`src/rtl/spi_ram_burst.sv`:
```
// Command-decoding SPI RAM: 2-bit opcode words set addresses, write data and
// launch reads; read data returns through a READ_LAT-deep pipeline with a tx handshake.
module spi_ram_burst #(
  parameter int DATA_W    = 8,
  parameter int MEM_DEPTH = 256,
  parameter int ADDR_W    = $clog2(MEM_DEPTH),
  parameter int READ_LAT  = 1,
  parameter bit AUTO_INC  = 1'b1
) (
  input  logic              clk,
  input  logic              rst,
  input  logic              rx_valid,
  output logic              rx_ready,
  input  logic [DATA_W+1:0] din,
  output logic [DATA_W-1:0] dout,
  output logic              tx_valid,
  input  logic              tx_ready,
  output logic              addr_err,
  output logic              addr_wrap
);

  localparam logic [1:0] OP_SET_WR = 2'b00;
  localparam logic [1:0] OP_WRITE  = 2'b01;
  localparam logic [1:0] OP_SET_RD = 2'b10;
  localparam logic [1:0] OP_READ   = 2'b11;

  localparam logic [ADDR_W-1:0] LAST_ADDR = ADDR_W'(MEM_DEPTH - 1);
  localparam logic [DATA_W:0]   DEPTH_LIM = (DATA_W + 1)'(MEM_DEPTH);

  logic [DATA_W-1:0] mem [MEM_DEPTH];

  logic [1:0]        opcode;
  logic [DATA_W-1:0] payload;
  logic              accept;
  logic              payload_ok;
  logic              rd_accept;
  logic              wr_last;
  logic              rd_last;
  logic [ADDR_W-1:0] wr_addr;
  logic [ADDR_W-1:0] rd_addr;
  logic              busy;

  // Stage READ_LAT-1 of the read pipeline is the output register (dout/tx_valid).
  logic [DATA_W-1:0] stg_d [READ_LAT];
  logic              stg_v [READ_LAT];
  logic [DATA_W-1:0] in_d  [READ_LAT];
  logic              in_v  [READ_LAT];

  // Handshakes: a word moves on an edge where valid && ready are both high.
  // rx: at most one read is in flight, so rx_ready drops from read acceptance
  // until the tx transfer edge. tx: once tx_valid rises, dout and tx_valid hold
  // until the edge with tx_ready high.
  assign opcode     = din[DATA_W+1:DATA_W];
  assign payload    = din[DATA_W-1:0];
  assign rx_ready   = !busy;
  assign accept     = rx_valid && !busy;
  assign payload_ok = {1'b0, payload} < DEPTH_LIM;
  assign rd_accept  = accept && (opcode == OP_READ);
  assign wr_last    = (wr_addr == LAST_ADDR);
  assign rd_last    = (rd_addr == LAST_ADDR);

  assign dout     = stg_d[READ_LAT-1];
  assign tx_valid = stg_v[READ_LAT-1];

  always_ff @(posedge clk) begin
    if (accept && (opcode == OP_WRITE)) begin
      mem[wr_addr] <= payload;
    end
  end

  always_ff @(posedge clk or posedge rst) begin
    if (rst) begin
      wr_addr   <= '0;
      rd_addr   <= '0;
      addr_err  <= 1'b0;
      addr_wrap <= 1'b0;
    end else begin
      addr_err  <= 1'b0;
      addr_wrap <= 1'b0;
      if (accept) begin
        case (opcode)
          OP_SET_WR: begin
            if (payload_ok) wr_addr <= payload[ADDR_W-1:0];
            else            addr_err <= 1'b1;
          end
          OP_SET_RD: begin
            if (payload_ok) rd_addr <= payload[ADDR_W-1:0];
            else            addr_err <= 1'b1;
          end
          OP_WRITE: begin
            if (AUTO_INC) begin
              wr_addr   <= wr_last ? '0 : wr_addr + ADDR_W'(1);
              addr_wrap <= wr_last;
            end
          end
          default: begin
            if (AUTO_INC) begin
              rd_addr   <= rd_last ? '0 : rd_addr + ADDR_W'(1);
              addr_wrap <= rd_last;
            end
          end
        endcase
      end
    end
  end

  always_ff @(posedge clk or posedge rst) begin
    if (rst) begin
      busy <= 1'b0;
    end else if (rd_accept) begin
      busy <= 1'b1;
    end else if (tx_valid && tx_ready) begin
      busy <= 1'b0;
    end
  end

  always_comb begin
    for (int i = 0; i < READ_LAT; i++) begin
      in_d[i] = '0;
      in_v[i] = 1'b0;
    end
    in_d[0] = mem[rd_addr];
    in_v[0] = rd_accept;
    for (int i = 1; i < READ_LAT; i++) begin
      in_d[i] = stg_d[i-1];
      in_v[i] = stg_v[i-1];
    end
  end

  always_ff @(posedge clk or posedge rst) begin
    if (rst) begin
      for (int i = 0; i < READ_LAT; i++) begin
        stg_d[i] <= '0;
        stg_v[i] <= 1'b0;
      end
    end else begin
      for (int i = 0; i < READ_LAT; i++) begin
        if (i == READ_LAT - 1) begin
          // Output stage: hold while stalled, dout keeps its value after transfer.
          if (stg_v[i]) begin
            if (tx_ready) stg_v[i] <= 1'b0;
          end else begin
            stg_v[i] <= in_v[i];
            if (in_v[i]) stg_d[i] <= in_d[i];
          end
        end else begin
          stg_v[i] <= in_v[i];
          if (in_v[i]) stg_d[i] <= in_d[i];
        end
      end
    end
  end

endmodule

```
`config.mk`:
```
export PLATFORM = sky130hd
export DESIGN_NAME = spi_ram_burst
export DESIGN_NICKNAME = d
export VERILOG_FILES = /design/src/rtl/spi_ram_burst.sv
export SDC_FILE = /design/constraint.sdc
export NUM_CORES = 2
export LEC_CHECK = 0
export CAP_MARGIN = 5
export CORE_MARGIN = 2
export CORE_UTILIZATION = 55
export DETAILED_ROUTE_END_ITERATION = 8
export GPL_TIMING_DRIVEN = 1
export PLACE_DENSITY_LB_ADDON = 0.12
export RECOVER_POWER = 25
export SYNTH_ARGS = -nofsm -noshare
export SYNTH_HDL_FRONTEND = slang
export SYNTH_SLANG_ARGS = --single-unit
```
`constraint.sdc`:
```
create_clock -name clk -period 4.99 [get_ports clk]
set_clock_uncertainty 0.15 [all_clocks]
set_input_delay 0.998 -clock clk [delete_from_list [all_inputs] [get_ports clk]]
set_output_delay 0.998 -clock clk [all_outputs]
set_load 0.02 [all_outputs]
```
==> run metrics <==
pwr dens=525.3 nW/um^2; Final Hold Viols=0; register area share after synthesis=between 70% and 80%; CP required=5.20 ns; initial drt markers=5,498; IO Pins=26; Yosys reg bits=roughly 2.1k; post-CTS resize count=0; clock period minus worst slack=about 4.3 ns; Hold Path Class=flop to flop; gpl congestion=around 0.88; number of setup violations in the final report=0; leak pwr=about 28 nW; clk sinks=between 2k and 2.5k; DIE WIDTH=slightly below 400 um; f_max=0.2318 GHz; slew of the pin with the lowest slew margin=between 3 and 4 ns; register clock-pin slew on the reported worst setup and hold paths=about 0.060 ns; crit path cell chain=clkbuf_2 -> clkbuf_2; CTS root buf=clkbuf_16; core area=147,100 um^2; Filler cells=10.32k; CTS tree=built; Reg area=about 62,000 um^2; buffers inserted by post-CTS timing repair=0; die area=between 150,000 and 200,000 um^2; final worst path period share=between 80% and 90%; GRT Residual Overflow=0; FP Rows=141; DP HPWL=~130,000 um; switching pwr=14.80 mW; Logic pwr share=27.8%; pin count of the biggest net entering global routing=161; EDFF count, synth=between 2k and 2.5k; total CTS buffers=between 200 and 250; drt via density=approximately 6.6; Post-Syn Area per Cell=20.83 um^2; worst-skew pair later-pin latency=0.83 ns; Yosys cell types=63; sequential share of power=between 40% and 50%; DR pass1 iterations=8; vias in the first global route=39.93k; Max Cap Violations=9; detailed-route DRC error count=0; multi-input logic area=17,590 um^2; Synthesized Nets=between 3k and 4k; first-pass GRT wire length=about 290,000 um; Max-slew headroom=-141.9%; Synth area leader=edfxtp_1; synthesized area=approximately 81,000 um^2; crit path DAT=approximately 4.5 ns; cell-internal power=32.51 mW; Setup CP Type=input port to flop; cts hold-fix bufs=0; critical path's top delay family=buffers and inverters; Bufs on Longest Clock Path=3; layout cell share with drive strength beyond 1=between 20% and 30%; clock network fraction of total power=between 30% and 40%; placed cells=approximately 5.8k; Crit Path Max Fanout=around 110; PortBufs=24; post-route ant nets=0; Crit path top cell by count=clkbuf_2; DR vias=roughly 41k; Total Wirelength=roughly 210,000 um; ranking of synthesized cells by area=edfxtp_1 (76%), mux4_2 (13%), mux2i_1 (2.1%), nor2_1 (1.4%), dfrtp_1 (0.83%); wire per inst=between 30 and 40 um; Post-synth ARST share=1.301%; post-route insts no fill=slightly above 6k; TNS Setup=0 ns; H-Tree Depth=4; top_reg_cell synth=edfxtp_1; crit end category=flop; hold_ws=about 0.38 ns; initial antenna violation count=5; slowest cell on the critical path=clkbuf_2; Global Route Usage Sum=27.61%; max incr delay on CP=1.82 ns; RSZ-0062 raised after global routing=false; crit path launch type=input port; die span in y=~390 um; Syn Inst Count=around 3.9k; NumNets Final=~4k; outcome=finished, violations left; buffer and inverter count on the worst path=2; Final Max Tran Viols=roughly 1.1k; Synth top area share=around three quarters; Max VDD drop=between 0.3 and 0.4 mV; Area Growth Syn to Fin=10.86%; Sw Ratio=between 30% and 40%; Synthesis Warnings=0; failing checks=max-capacitance violations, max-slew violations; Starting Density=about 55%
-- sequential cells by signal, summed over array words and instances, names as in the netlist --
name / cells
busy: 1
mem: 2048
rd_addr: 8
dout: 8
tx_valid: 1
addr_wrap: 1
wr_addr: 8
-- cell usage after synthesis, types with 4 or more instances --
library cell,n
nor3_1,53
mux4_2,485
a221oi_1,5
a22oi_1,39
buf_1,11
mux2i_1,167
nor2_1,300
a21oi_1,52
inv_1,10
o21ai_1,6
a31oi_1,16
o221ai_1,33
buf_6,21
a211oi_1,23
mux2_2,4
buf_4,24
ha_1,5
o22ai_1,70
and2_1,18
buf_2,51
nand2_1,116
nand3_1,33
nor2b_1,13
nand2b_1,10
o21ai_0,33
dfrtp_1,27
edfxtp_1,2048
clkbuf_1,97
nor4_1,19
buf_8,12
and3_1,12
buf_12,9
o32ai_1,5
o32a_1,6
o211ai_1,4
a2111oi_0,5
nand4_1,5
-- power by group through the flow --
stage          clock [mW]  combinational [mW]  sequential (mW)
2_1_floorplan           0                8.78             19.7
4_1_cts              14.5                13.1             19.8
6_report             14.3                13.1             19.8
3_5_place_dp            0                13.1             20.2
3_3_place_gp            0                13.0             20.1
5_1_grt              15.2                13.7             19.8
-- path summary, 6_finish.rpt --
check                                        from                      to  slack (ns)  cells after the start
hold / removal                   busy$_DFFE_PP0P_        busy$_DFFE_PP0P_        0.38                      2
setup / recovery                           din[6]   mem[183][6]$_DFFE_PP_        0.68                      2
max in group asynchronous                     rst  rd_addr[0]$_DFFE_PP0P_        3.18                      2
hold reg to reg                  busy$_DFFE_PP0P_        busy$_DFFE_PP0P_        0.38                      2
min in group asynchronous                     rst        busy$_DFFE_PP0P_        0.70                      2
setup reg to reg           rd_addr[0]$_DFFE_PP0P_     dout[0]$_DFFE_PP0P_        0.87                      8
-- layout by cell type, fill, tap and decap left out, drive strengths merged, types with 24 or more instances in the layout --
| master | count |
|---|---|
| o21ai | 39 |
| a22oi | 39 |
| a21oi | 52 |
| nand2 | 116 |
| nor2 | 300 |
| nand3 | 34 |
| dfrtp | 27 |
| mux2i | 167 |
| o221ai | 36 |
| nor3 | 53 |
| mux4 | 485 |
| o22ai | 70 |
| clkinv | 105 |
| edfxtp | 2048 |
| a211oi | 24 |
| clkbuf | 251 |
| buf | 151 |
-- layer usage --
metal	GRT usage (%)	wire length, um	vias up
met5	0	0	-
met4	9.367	7069	0
met3	6.059	20430	362
met2	40.89	94280	2180
met1	41.32	84790	21580
li1	-	-	16570
-- area by class of cell --
| cell class | instances | area share, % |
|---|---|---|
| inverter | 14 | 0.06112 |
| timing repair buffer | 177 | 1.838 |
| clock buffer | 241 | 5.822 |
| multi-input combinational | 1587 | 19.53 |
| tap | 1930 | 2.681 |
| antenna | 1 | 0.002778 |
| clock inverter | 128 | 1.010 |
| sequential | 2075 | 69.05 |
-- cell families (layout without fill, tap and decap cells) --
| kind of cell | Yosys count | in the layout | share of synthesized area, % |
|---|---|---|---|
| flip-flops | 2075 | 2075 | 76.53 |
| multiplexers | 656 | 656 | 15.56 |
| AND/OR/NAND/NOR | 597 | 597 | 3.208 |
| AO/OA/AOI/OAI | 328 | 328 | 2.786 |
| buffers and inverters | 239 | 560 | 1.834 |
| adder cells (fa/ha/maj) | 5 | 5 | 0.07701 |
| other | 1 | 2 | 0.004616 |
-- stage by stage --
stage | setup WS, ns | total power, mW | area [um^2] | util (%)
after CTS | 0.9910 | 47.42 | 90150 | 61.27
after floorplan | 1.811 | 28.52 | 81240 | -
after global placement | 0.8147 | 33.17 | 84000 | 57.09
after detailed placement | 0.6286 | 33.22 | 84000 | 57.09
final | 0.6752 | 47.32 | 90070 | 61.21
after global routing | 0.4530 | 48.74 | 90060 | 61.21
(Power assumes the default switching activity.)
